### config.mk
export PLATFORM = sky130hd
export DESIGN_NAME = tmds_encoder
export DESIGN_NICKNAME = d
export VERILOG_FILES = /design/src/rtl/tmds_pkg.sv /design/src/rtl/tmds_encoder.sv
export SDC_FILE = /design/constraint.sdc
export NUM_CORES = 1
export LEC_CHECK = 0
export ABC_CLOCK_PERIOD_IN_PS = 7970
export CORE_ASPECT_RATIO = 0.8
export CORE_MARGIN = 2
export CORE_UTILIZATION = 62
export CTS_CLUSTER_SIZE = 25
export DETAILED_ROUTE_END_ITERATION = 12
export GPL_ROUTABILITY_DRIVEN = 0
export PLACE_DENSITY = 0.86
export SLEW_MARGIN = 5
export SYNTH_ARGS = -nofsm -noshare
export SYNTH_HDL_FRONTEND = slang
export SYNTH_SLANG_ARGS = --single-unit
export TNS_END_PERCENT = 100
### constraint.sdc
create_clock -name ref_clk_i -period 7.97 [get_ports ref_clk_i]
set_input_delay 1.1955 -clock ref_clk_i [delete_from_list [all_inputs] [get_ports ref_clk_i]]
set_output_delay 1.1955 -clock ref_clk_i [all_outputs]
set_load 0.005 [all_outputs]
### src/rtl/tmds_pkg.sv
// Shared TMDS 8b/10b definitions: control tokens and the byte popcount used
// by every channel encoder.
package tmds_pkg;

    localparam logic [9:0] CTRL_TOKEN_00 = 10'h354;
    localparam logic [9:0] CTRL_TOKEN_01 = 10'h0AB;
    localparam logic [9:0] CTRL_TOKEN_10 = 10'h154;
    localparam logic [9:0] CTRL_TOKEN_11 = 10'h2AB;

    function automatic logic [3:0] popcount8(input logic [7:0] v);
        logic [3:0] n;
        n = '0;
        for (int i = 0; i < 8; i++) begin
            n = n + {3'b000, v[i]};
        end
        return n;
    endfunction

    function automatic logic [9:0] ctrl_token(input logic [1:0] c);
        logic [9:0] t;
        case (c)
            2'b00:   t = CTRL_TOKEN_00;
            2'b01:   t = CTRL_TOKEN_01;
            2'b10:   t = CTRL_TOKEN_10;
            default: t = CTRL_TOKEN_11;
        endcase
        return t;
    endfunction

endpackage

### src/rtl/tmds_encoder.sv
// DVI 1.0 TMDS 8b/10b encoder for one channel: transition minimisation in
// stage 1, DC balancing with a running disparity counter in stage 2.
module tmds_encoder
    import tmds_pkg::*;
(
    input  logic       ref_clk_i,
    input  logic       rst_n,
    input  logic       de_i,
    input  logic [7:0] dat_i,
    input  logic [1:0] ctrl_i,
    output logic [9:0] dat_o
);

    logic [3:0]        n1d_p0;
    logic              use_xnor_p0;
    logic [8:0]        qm_p0;

    logic              de_p1;
    logic [1:0]        ctrl_p1;
    logic [8:0]        qm_p1;

    logic [3:0]        n1_p1;
    logic [3:0]        n0_p1;
    logic signed [4:0] bal_p1;
    logic signed [4:0] two_q8_p1;
    logic [9:0]        dat_nxt_p1;
    logic signed [4:0] cnt_nxt_p1;

    logic [9:0]        dat_p2;
    logic signed [4:0] cnt_p2;

    // Stage 0 -> 1: transition-minimised q_m
    always_comb begin
        logic acc;
        n1d_p0      = popcount8(dat_i);
        use_xnor_p0 = (n1d_p0 > 4'd4) || ((n1d_p0 == 4'd4) && !dat_i[0]);
        qm_p0       = '0;
        acc         = dat_i[0];
        qm_p0[0]    = acc;
        for (int i = 1; i < 8; i++) begin
            acc      = use_xnor_p0 ? ~(acc ^ dat_i[i]) : (acc ^ dat_i[i]);
            qm_p0[i] = acc;
        end
        qm_p0[8] = ~use_xnor_p0;
    end

    always_ff @(posedge ref_clk_i or negedge rst_n) begin
        if (!rst_n) begin
            de_p1   <= 1'b0;
            ctrl_p1 <= 2'b00;
            qm_p1   <= '0;
        end else begin
            de_p1   <= de_i;
            ctrl_p1 <= ctrl_i;
            qm_p1   <= qm_p0;
        end
    end

    // Stage 1 -> 2: DC balance; bal_p1 is N1-N0 of q_m[7:0], range -8..+8
    always_comb begin
        n1_p1      = popcount8(qm_p1[7:0]);
        n0_p1      = 4'd8 - n1_p1;
        bal_p1     = $signed({1'b0, n1_p1}) - $signed({1'b0, n0_p1});
        two_q8_p1  = qm_p1[8] ? 5'sd2 : 5'sd0;
        dat_nxt_p1 = ctrl_token(ctrl_p1);
        cnt_nxt_p1 = 5'sd0;
        if (de_p1) begin
            if ((cnt_p2 == 5'sd0) || (n1_p1 == n0_p1)) begin
                dat_nxt_p1 = {~qm_p1[8], qm_p1[8], qm_p1[8] ? qm_p1[7:0] : ~qm_p1[7:0]};
                cnt_nxt_p1 = qm_p1[8] ? (cnt_p2 + bal_p1) : (cnt_p2 - bal_p1);
            end else if (((cnt_p2 > 5'sd0) && (n1_p1 > n0_p1)) ||
                         ((cnt_p2 < 5'sd0) && (n0_p1 > n1_p1))) begin
                dat_nxt_p1 = {1'b1, qm_p1[8], ~qm_p1[7:0]};
                cnt_nxt_p1 = cnt_p2 + two_q8_p1 - bal_p1;
            end else begin
                dat_nxt_p1 = {1'b0, qm_p1[8], qm_p1[7:0]};
                cnt_nxt_p1 = cnt_p2 - (5'sd2 - two_q8_p1) + bal_p1;
            end
        end
    end

    always_ff @(posedge ref_clk_i or negedge rst_n) begin
        if (!rst_n) begin
            dat_p2 <= CTRL_TOKEN_00;
            cnt_p2 <= 5'sd0;
        end else begin
            dat_p2 <= dat_nxt_p1;
            cnt_p2 <= cnt_nxt_p1;
        end
    end

    assign dat_o = dat_p2;

endmodule
==> key figures, run 1 <==
Synthesis
  – Area contributors post-synth: dfrtp_1 25%, ha_1 13%, fa_1 12%
  – Distinct cells, synth: 43
  – FFs w/ async S/R, synth: 1.00
  – Avg Cell Area, Syn: 10.4 um2
  – Sequential area share after synthesis: 0.305
  – Area share of the largest cell type after synthesis: 0.246
  – Synthesized area: 0.00224 mm2
  – Synth area leader: dfrtp_1
  – EDFF count, synth: 0
  – Post-synthesis net count: 266
  – Register bit count reported by yosys: 27
  – Main synth FF type: dfrtp_1
  – Synth Instances: 216
  – Ys Warns: 0

CTS
  – Clock sink count: 27
  – H-tree depth: 1
  – Root Driver: clkbuf_8
  – CTS tree: built
  – Clk buf depth: 2
  – Cts bufs inserted: 3
  – Hold Buf Count CTS: 0
  – Clk slew on worst S/H paths: 0.09 ns
  – Clock latency on the worst-skew pair: 0.27 ns
  – CTS resizes: 0
  – Postcts setup bufs: 0

Setup path
  – Nature of the critical path endpoint: flop
  – Critical Path Fanout Max: 8
  – Crit path largest cell delay: 0.57 ns
  – Critical Path Start Type: flop
  – Worst Path Arrival: 5.78 ns
  – Worst-path cell chain: inv_1 > fa_1 > fa_1 > fa_1 > inv_1 > ha_1 > fa_1 > nor2_1 > inv_1 > ha_1 > a21o_2 > a21oi_1 > xor2_1 > ha_1 > o21ai_0 > nand2b_1 > xnor2_1 > o211a_1 > o311ai_0
  – CP max stage cell: fa_1
  – Required time worst endpoint: 8.13 ns
  – CP Class: reg2reg
  – Most common cell on crit path: fa_1

STA
  – Setup TNS: 0 ns
  – Final setup fails: 0
  – Final hold vios: 0
  – Worst-margin pin slew: 0.621 ns
  – Unrepaired setup endpoints after global routing: false
  – Final Cycle Share: 0.705
  – Slew Viols, Final: 0
  – Post-route minimum period: 5.62 ns
  – Worst relative slew slack: 0.586
  – Post-Route Skew: 0.00740 ns
  – FMAX: 0.178 GHz

Global route
  – Initial antenna violation count: 0
  – First-pass GRT wire length: 6.89 mm
  – Vias in the first global route: 1550
  – Global route overflow: 0
  – Largest net degree at the start of global routing: 28
  – Total Routing Usage GR: 0.214

Routing
  – WL/cell: 14.1 um
  – Detailed Routing Iterations Pass 1: 4
  – DR DRC count: 0
  – Vias per cell: 5.27
  – Drt initial violations: 63
  – Final ANT Viol Nets: 0
  – Via count: 1482
  – Total routed wirelength: 3.98 mm

Die
  – Initial Utilization: 0.649
  – Die area: 0.00411 mm2
  – Core area: 0.00345 mm2
  – I/O Pins: 23
  – Die W: 71.2 um
  – Die height: 57.7 um
  – Placement Rows: 19

Finish
  – Nets: 290
  – Commonest non-fill, non-tap cell in the layout: inv_1
  – Commonest non-fill, non-tap cells in the layout: 40 x inv_1, 24 x ha_1, 22 x xnor2_1, 22 x dfrtp_1, 22 x clkdlybuf4s50_1
  – Layout cell share with drive strength beyond 1: 0.0879
  – Final core occ: 0.733
  – Antenna diodes: 0
  – Fill count: 251
  – Finished Cell Area: 0.00253 mm2
  – P&R area growth vs syn: 12.9%

Run
  – MaxCap Viol Count: 0

Place
  – Number of port buffers: 22
  – Post-detail-place hpwl: 3.26 mm
  – DP Area: 0.00248 mm2

Status
  – Outcome: completed

Worst hold path
  – Hold Path Class: reg2reg
[registers in the layout, indices dropped and copies added, names as in the netlist]
name	cells
dat_o	10
de_p1	1
ctrl_p1	2
qm_p1	9
cnt_p2	5
[cell usage after synthesis (all sizes together) (2+ instances only)]
| cell type | instances |
|---|---|
| a21o | 12 |
| nand2 | 2 |
| xor2 | 7 |
| mux2 | 2 |
| nand3b | 2 |
| inv | 41 |
| nor2 | 13 |
| xnor2 | 23 |
| and2 | 3 |
| fa | 13 |
| nand2b | 2 |
| mux2i | 5 |
| dfrtp | 22 |
| o211a | 2 |
| ha | 24 |
| buf | 3 |
| nor3 | 3 |
| a21oi | 9 |
| nor3b | 2 |
| or2 | 2 |
| o22ai | 2 |
| dfstp | 5 |
| o21ai | 2 |
[cells by family (layout without fill, tap and decap cells)]
kind of cell	after synthesis	count (layout)	synth area share
fa+ha+maj	37	37	0.250
flops	27	27	0.305
compound gates	35	35	0.120
xor+xnor	30	30	0.121
buf+inv	45	68	0.0855
mux	7	7	0.0341
simple gates	35	35	0.0850
[per-layer routing]
layer  global-route usage  up-vias  routed length, um
met5                    0        -                  0
met4               0.0404        0                 29
met3               0.0330        2                118
met2                0.360       24               1870
met1                0.301      718               1960
li1                     -      738                  -
[area by class of cell]
cell class	count	area, um2	share of cell area
Timing Repair Buffer	23	228	0.0901
Multi-Input combinational cell	144	1370	0.540
Sequential cell	27	682	0.270
Clock inverter	1	5.00	0.00198
Tap cell	42	52.6	0.0208
Clock buffer	3	41.3	0.0163
Inverter	41	154	0.0609
[critical path, delay by kind of cell, from the launching register on]
family | cells | cell delay, ns
compound gates | 5 | 1.34
xor+xnor | 2 | 0.38
fa+ha+maj | 7 | 2.84
buf+inv | 3 | 0.24
flops | 1 | 0.39
simple gates | 2 | 0.32
[per-stage QoR]
| stage | worst slack [ns] | hold slack (ns) | cells |
|---|---|---|---|
| detailed placement | 2.35 | 0.487 | 277 |
| floorplan | 2.74 | 0.460 | 216 |
| CTS | 2.34 | 0.512 | 281 |
| global route | 1.98 | 0.530 | 281 |
| global placement | 2.59 | 0.489 | 277 |
| finish | 2.35 | 0.513 | 281 |
[final timing paths]
kind                             end  startpoint  slack (ns)  cells past startpoint
max                        cnt_p2[4]    qm_p1[1]        2.35                     19
max in group asynchronous   dat_o[9]       rst_n        6.37                      2
min                        cnt_p2[0]   cnt_p2[0]        0.51                      1
max reg2reg                cnt_p2[4]    qm_p1[1]        2.35                     19
min in group asynchronous   dat_o[7]       rst_n        1.29                      2
min reg2reg                cnt_p2[0]   cnt_p2[0]        0.51                      1
Power of run 1 is not shown: default switching activity piles up to over one toggle a cycle in this logic, so the estimate is an artifact.
==> inputs of run 2 (changes only) <==
ABC_CLOCK_PERIOD_IN_PS = 5120   (was 7970)
CORE_UTILIZATION = 52   (was 62)
PLACE_DENSITY = 0.77   (was 0.86)
clock period = 5.12 ns   (was 7.97 ns; I/O delays follow)
==> run 2 against run 1 <==
Final cell count increased by 9.6%. Largest cell class unchanged. Critical path depth is 1 lower. Die area rose by 18%. Cell area is 7.7% higher. Critical endpoint unchanged. Register-to-register slack got worse by 2.1 ns. Setup slack worse by 2.1 ns. Flip-flop and latch count stayed put. Utilization is 7.7 points lower. Clock skew up 0.00068 ns. First-iteration DRC count fell by 3.2%. Global-route usage shrank 3.2 points.
==> key figures, run 2 (synthesized netlist as in run 1, its figures left out) <==
Die
  – Initial Utilization: 0.539 (-0.110)
  – I/O Pins: 23 (unchanged)
  – Die height: 62.7 um (+8.6%)
  – Core area: 0.00415 mm2 (+20%)
  – Die W: 77.4 um (+8.7%)
  – Die area: 0.00485 mm2 (+18%)
  – Placement Rows: 21 (+2)

Routing
  – Final ANT Viol Nets: 0 (unchanged)
  – DR DRC count: 0 (unchanged)
  – Detailed Routing Iterations Pass 1: 4 (unchanged)
  – Drt initial violations: 61 (-3.2%)
  – Via count: 1516 (+2.3%)
  – WL/cell: 13.1 um (-7.1%)
  – Vias per cell: 4.92 (-6.7%)
  – Total routed wirelength: 4.05 mm (+1.8%)

Setup path
  – Critical Path Start Type: flop
  – Nature of the critical path endpoint: flop
  – Required time worst endpoint: 5.28 ns (-2.85 ns)
  – Worst Path Arrival: 5.07 ns (-0.71 ns)
  – Critical Path Fanout Max: 5 (-3)
  – CP Class: reg2reg

Finish
  – Fill count: 342 (+36%)
  – Max reg flops: 10 (unchanged)
  – Antenna diodes: 0 (unchanged)
  – Non-Filler Instances: 308 (+9.6%)
  – P&R area growth vs syn: 21.6%
  – Layout cell share with drive strength beyond 1: 0.179 (+0.0914)
  – Commonest non-fill, non-tap cells in the layout: 39 x inv_1, 22 x xnor2_1, 22 x ha_1, 22 x dfrtp_1, 22 x clkdlybuf4s50_1
  – Nets: 302 (+4.1%)
  – Commonest non-fill, non-tap cell in the layout: inv_1

CTS
  – CTS tree: built
  – H-tree depth: 1 (unchanged)
  – Hold Buf Count CTS: 0 (unchanged)
  – Clk slew on worst S/H paths: 0.10 ns (about the same)
  – Cts bufs inserted: 3 (unchanged)
  – Clk buf depth: 2 (unchanged)
  – Clock latency on the worst-skew pair: 0.28 ns (about the same)
  – Root Driver: clkbuf_8
  – Clock sink count: 27 (unchanged)

Worst hold path
  – Hold Path Class: reg2reg

Place
  – Dpl cells: 297 (+7.2%)
  – Post-detail-place hpwl: 3.21 mm (-1.6%)
  – Number of port buffers: 22 (unchanged)

Global route
  – Initial antenna violation count: 0 (unchanged)
  – Largest net degree at the start of global routing: 28 (unchanged)
  – Vias in the first global route: 1574 (+1.5%)
  – Total Routing Usage GR: 0.182 (-0.0319)
  – First-pass GRT wire length: 7.07 mm (+2.7%)
  – Global route overflow: 0 (unchanged)

STA
  – FMAX: 0.204 GHz (+14%)
  – Worst-margin pin slew: 0.608 ns (-0.0134 ns)
  – Final Cycle Share: 0.959 (+0.254)
  – Final setup fails: 0 (unchanged)
  – Final hold vios: 0 (unchanged)
  – Worst relative slew slack: 0.595 (+0.00893)
  – Post-Route Skew: 0.00808 ns (+0.000680 ns)
  – Post-route minimum period: 4.91 ns (-0.709 ns)
  – Slew Viols, Final: 0 (unchanged)

Status
  – Outcome: completed

Run
  – MaxCap Viol Count: 0 (unchanged)
## run 2: critical path, cell delays in order, from the launching register on
cell and delay (ns):
dfrtp_1 0.34, inv_1 0.07, fa_1 0.56, fa_1 0.42, fa_1 0.49, inv_1 0.05
ha_1 0.21, fa_2 0.59, buf_6 0.13, clkinvlp_4 0.11, ha_1 0.28, mux2_2 0.28
ha_1 0.27, a21o_1 0.17, a21oi_2 0.14, xnor2_1 0.14, nor3_1 0.07, a221oi_1 0.32
o311ai_2 0.15
## run 2: what timing repair did
item / 4_1_cts / 5_1_grt
setup buffers: 0 / 7
setup endpoints to repair: 1 / 13
resized for setup: 1 / 12
pin swaps: 0 / 4
## run 2: final timing paths
| kind | from | to | slack [ns] | cells after the start |
|---|---|---|---|---|
| worst max-delay path | qm_p1[0] | cnt_p2[4] | 0.21 | 18 |
| worst min-delay path | cnt_p2[0] | cnt_p2[0] | 0.53 | 1 |
| worst max register to register | qm_p1[0] | cnt_p2[4] | 0.21 | 18 |
| worst min register to register | cnt_p2[0] | cnt_p2[0] | 0.53 | 1 |
| max in group asynchronous | rst_n | dat_o[9] | 3.96 | 2 |
| min in group asynchronous | rst_n | dat_o[7] | 0.84 | 2 |
## run 2: area by class of cell
type                    count  area, um2  area share
inverters                  41        158      0.0579
well taps                  57       71.3      0.0262
flip-flops and latches     27        682       0.250
multi-input cells         144       1440       0.529
clock buffers               3       41.3      0.0152
clock inverters             1       8.76     0.00322
repair buffers             35        322       0.118
## run 2: stage by stage
| step | area, um2 | TNS, ns | hold WS [ns] | util | setup WS (ns) |
|---|---|---|---|---|---|
| 2_1_floorplan | 2260 | 0 | 0.460 | - | 0.0168 |
| 3_3_place_gp | 2560 | 0 | 0.489 | 0.616 | 0.171 |
| 3_5_place_dp | 2560 | -0.00645 | 0.506 | 0.616 | -0.00645 |
| 4_1_cts | 2610 | 0 | 0.531 | 0.630 | 0.0196 |
| 5_1_grt | 2720 | -0.0179 | 0.566 | 0.656 | -0.0179 |
| 6_report | 2720 | 0 | 0.530 | 0.656 | 0.209 |
## run 2: layer usage
metal / up-vias / wire [um] / GRT usage
li1: 765 / - / -
met1: 720 / 1980 / 0.264
met2: 26 / 1910 / 0.296
met3: 5 / 116 / 0.0260
met4: 0 / 30 / 0.0357
met5: - / 0 / 0
Power of run 2 is left out for the same reason.
==> inputs of run 3 (changes only) <==
CORE_UTILIZATION = 58   (was 52)
CTS_CLUSTER_DIAMETER = 150   (was default)
DONT_BUFFER_PORTS = 1   (was default)
MAX_ROUTING_LAYER = met4   (was default)
PLACE_DENSITY = 0.76   (was 0.77)
==> run 3 against run 2 <==
Final cell count down 13%. Worst hold slack worse by 0.35 ns. Count of clock-buffer cells in the layout unchanged. First-iteration DRC count up 64%. Routed wire length down 2.8%. Maximum frequency up 0.12%. Clock skew down 0.0042 ns. Non-clock buffer count down 28. Critical path depth up 2. Flip-flop and latch count unchanged. Cell area down 10%. Critical endpoint unchanged.
==> key figures, run 3 (synthesized netlist as in run 1, its figures left out) <==
Status
  – Outcome: completed

Routing
  – Via count: 1447 (-4.6%)
  – Detailed Routing Iterations Pass 1: 4 (unchanged)
  – Total routed wirelength: 3.93 mm (-2.8%)
  – Met3 wire len: 120 um (+3.4%)
  – Met1 WL: 2.05 mm (+3.3%)
  – Top Layer Used: met4
  – Drt initial violations: 100 (+64%)
  – Vias per cell: 5.42 (+10%)
  – WL/cell: 14.7 um (+12%)
  – Final ANT Viol Nets: 0 (unchanged)
  – Metal2 WL: 1.73 mm (-9.4%)
  – DR DRC count: 0 (unchanged)

Setup path
  – CP Class: reg2reg
  – Required time worst endpoint: 5.30 ns (+0.02 ns)
  – Critical Path Start Type: flop
  – Nature of the critical path endpoint: flop
  – Critical Path Fanout Max: 3 (-2)
  – Worst Path Arrival: 5.08 ns (about the same)

Die
  – I/O Pins: 23 (unchanged)
  – Placement Rows: 20 (-4.8%)
  – Core area: 0.00375 mm2 (-9.6%)
  – Initial Utilization: 0.596 (+0.0572)
  – Die W: 73.5 um (-5.0%)
  – Die height: 59.6 um (-5.0%)
  – Die area: 0.00438 mm2 (-9.8%)

STA
  – Post-Route Skew: 0.00393 ns (-0.00415 ns)
  – Worst relative slew slack: 0.604 (+0.00935)
  – Final setup fails: 0 (unchanged)
  – Post-route minimum period: 4.91 ns (-0.00565 ns)
  – FMAX: 0.204 GHz (+0.12%)
  – Worst-margin pin slew: 0.594 ns (-0.0140 ns)
  – Final Cycle Share: 0.958 (-0.00110)
  – Final hold vios: 0 (unchanged)
  – WHS: 0.175 ns (-0.355 ns)
  – Final worst setup slack: 0.214 ns (+0.00565 ns)
  – Setup TNS: 0 ns (unchanged)
  – Slew Viols, Final: 0 (unchanged)

Worst hold path
  – Hold Path Class: in2async

Finish
  – Antenna diodes: 0 (unchanged)
  – Max reg flops: 10 (unchanged)
  – Non-Filler Instances: 267 (-13%)
  – P&R area growth vs syn: 8.89%
  – Commonest non-fill, non-tap cell in the layout: inv_1
  – Commonest non-fill, non-tap cells in the layout: 39 x inv_1, 23 x ha_1, 22 x dfrtp_1
  – Layout cell share with drive strength beyond 1: 0.170 (-0.00888)
  – Nets: 274 (-9.3%)

Global route
  – Vias in the first global route: 1420 (-9.8%)
  – Initial antenna violation count: 0 (unchanged)
  – Global route overflow: 0 (unchanged)
  – Total Routing Usage GR: 0.210 (+0.0279)
  – First-pass GRT wire length: 6.76 mm (-4.4%)
  – Largest net degree at the start of global routing: 28 (unchanged)

Place
  – Pre-CTS WS: 0.0126 ns (+0.0191 ns)
  – Dpl cells: 261 (-12%)
  – Post-detail-place hpwl: 3.17 mm (-1.1%)
  – Number of port buffers: 0 (-100%)

CTS
  – Clock latency on the worst-skew pair: 0.27 ns (about the same)
  – Root Driver: clkbuf_8
  – Cts bufs inserted: 3 (unchanged)
  – CTS tree: built
  – H-tree depth: 1 (unchanged)
  – Clk buf depth: 2 (unchanged)
  – Clock sink count: 27 (unchanged)
  – Clk slew on worst S/H paths: 0.10 ns (about the same)
  – Hold Buf Count CTS: 0 (unchanged)

Run
  – MaxCap Viol Count: 0 (unchanged)
-- run 3: path summary, 6_finish.rpt --
kind	from	end	cells past startpoint	slack, ns
max	qm_p1[0]	cnt_p2[4]	20	0.21
min	rst_n	dat_o[5]	0	0.17
max reg2reg	qm_p1[0]	cnt_p2[4]	20	0.21
min reg2reg	cnt_p2[0]	cnt_p2[0]	1	0.56
max in group asynchronous	rst_n	dat_o[8]	0	4.78
min in group ref_clk_i	ctrl_i[1]	ctrl_p1[1]	0	0.52
-- run 3: worst max-delay path: stages (launching register included) --
cell and delay (ns):
dfrtp_1 0.34, inv_1 0.07, fa_1 0.56, fa_1 0.43, fa_1 0.49, inv_1 0.04, ha_1 0.20, fa_2 0.44
nor2_2 0.16, inv_1 0.09, ha_4 0.24, a21o_2 0.22, a21oi_4 0.14, buf_4 0.15, xor2_2 0.16, ha_1 0.27
o21ai_0 0.11, nand2b_1 0.10, xnor2_1 0.12, o211a_1 0.21, o311ai_1 0.26
-- run 3: stage by stage --
step | utilization | cell area (um2)
6_report | 0.649 | 2440
5_1_grt | 0.649 | 2440
4_1_cts | 0.629 | 2360
3_5_place_dp | 0.616 | 2310
3_3_place_gp | 0.616 | 2310
2_1_floorplan | - | 2260
-- run 3: cell type report --
class	instances	area (um2)
inverters	41	154
fillers	298	1320
well taps	44	55.1
clock buffers	3	41.3
clock inverters	1	7.51
flip-flops and latches	27	682
multi-input cells	144	1450
repair buffers	7	52.6
-- run 3: what timing repair did --
item | CTS | global route
buffers inserted | 0 | 2
resized for setup | 0 | 11
endpoints found under the setup margin | 0 | 13
-- run 3: per-layer routing --
layer  up-vias  GRT usage
met2        25      0.306
li1        710          -
met5         -          -
met3         2     0.0408
met1       710      0.308
met4         0     0.0390
Power of run 3 is left out for the same reason.
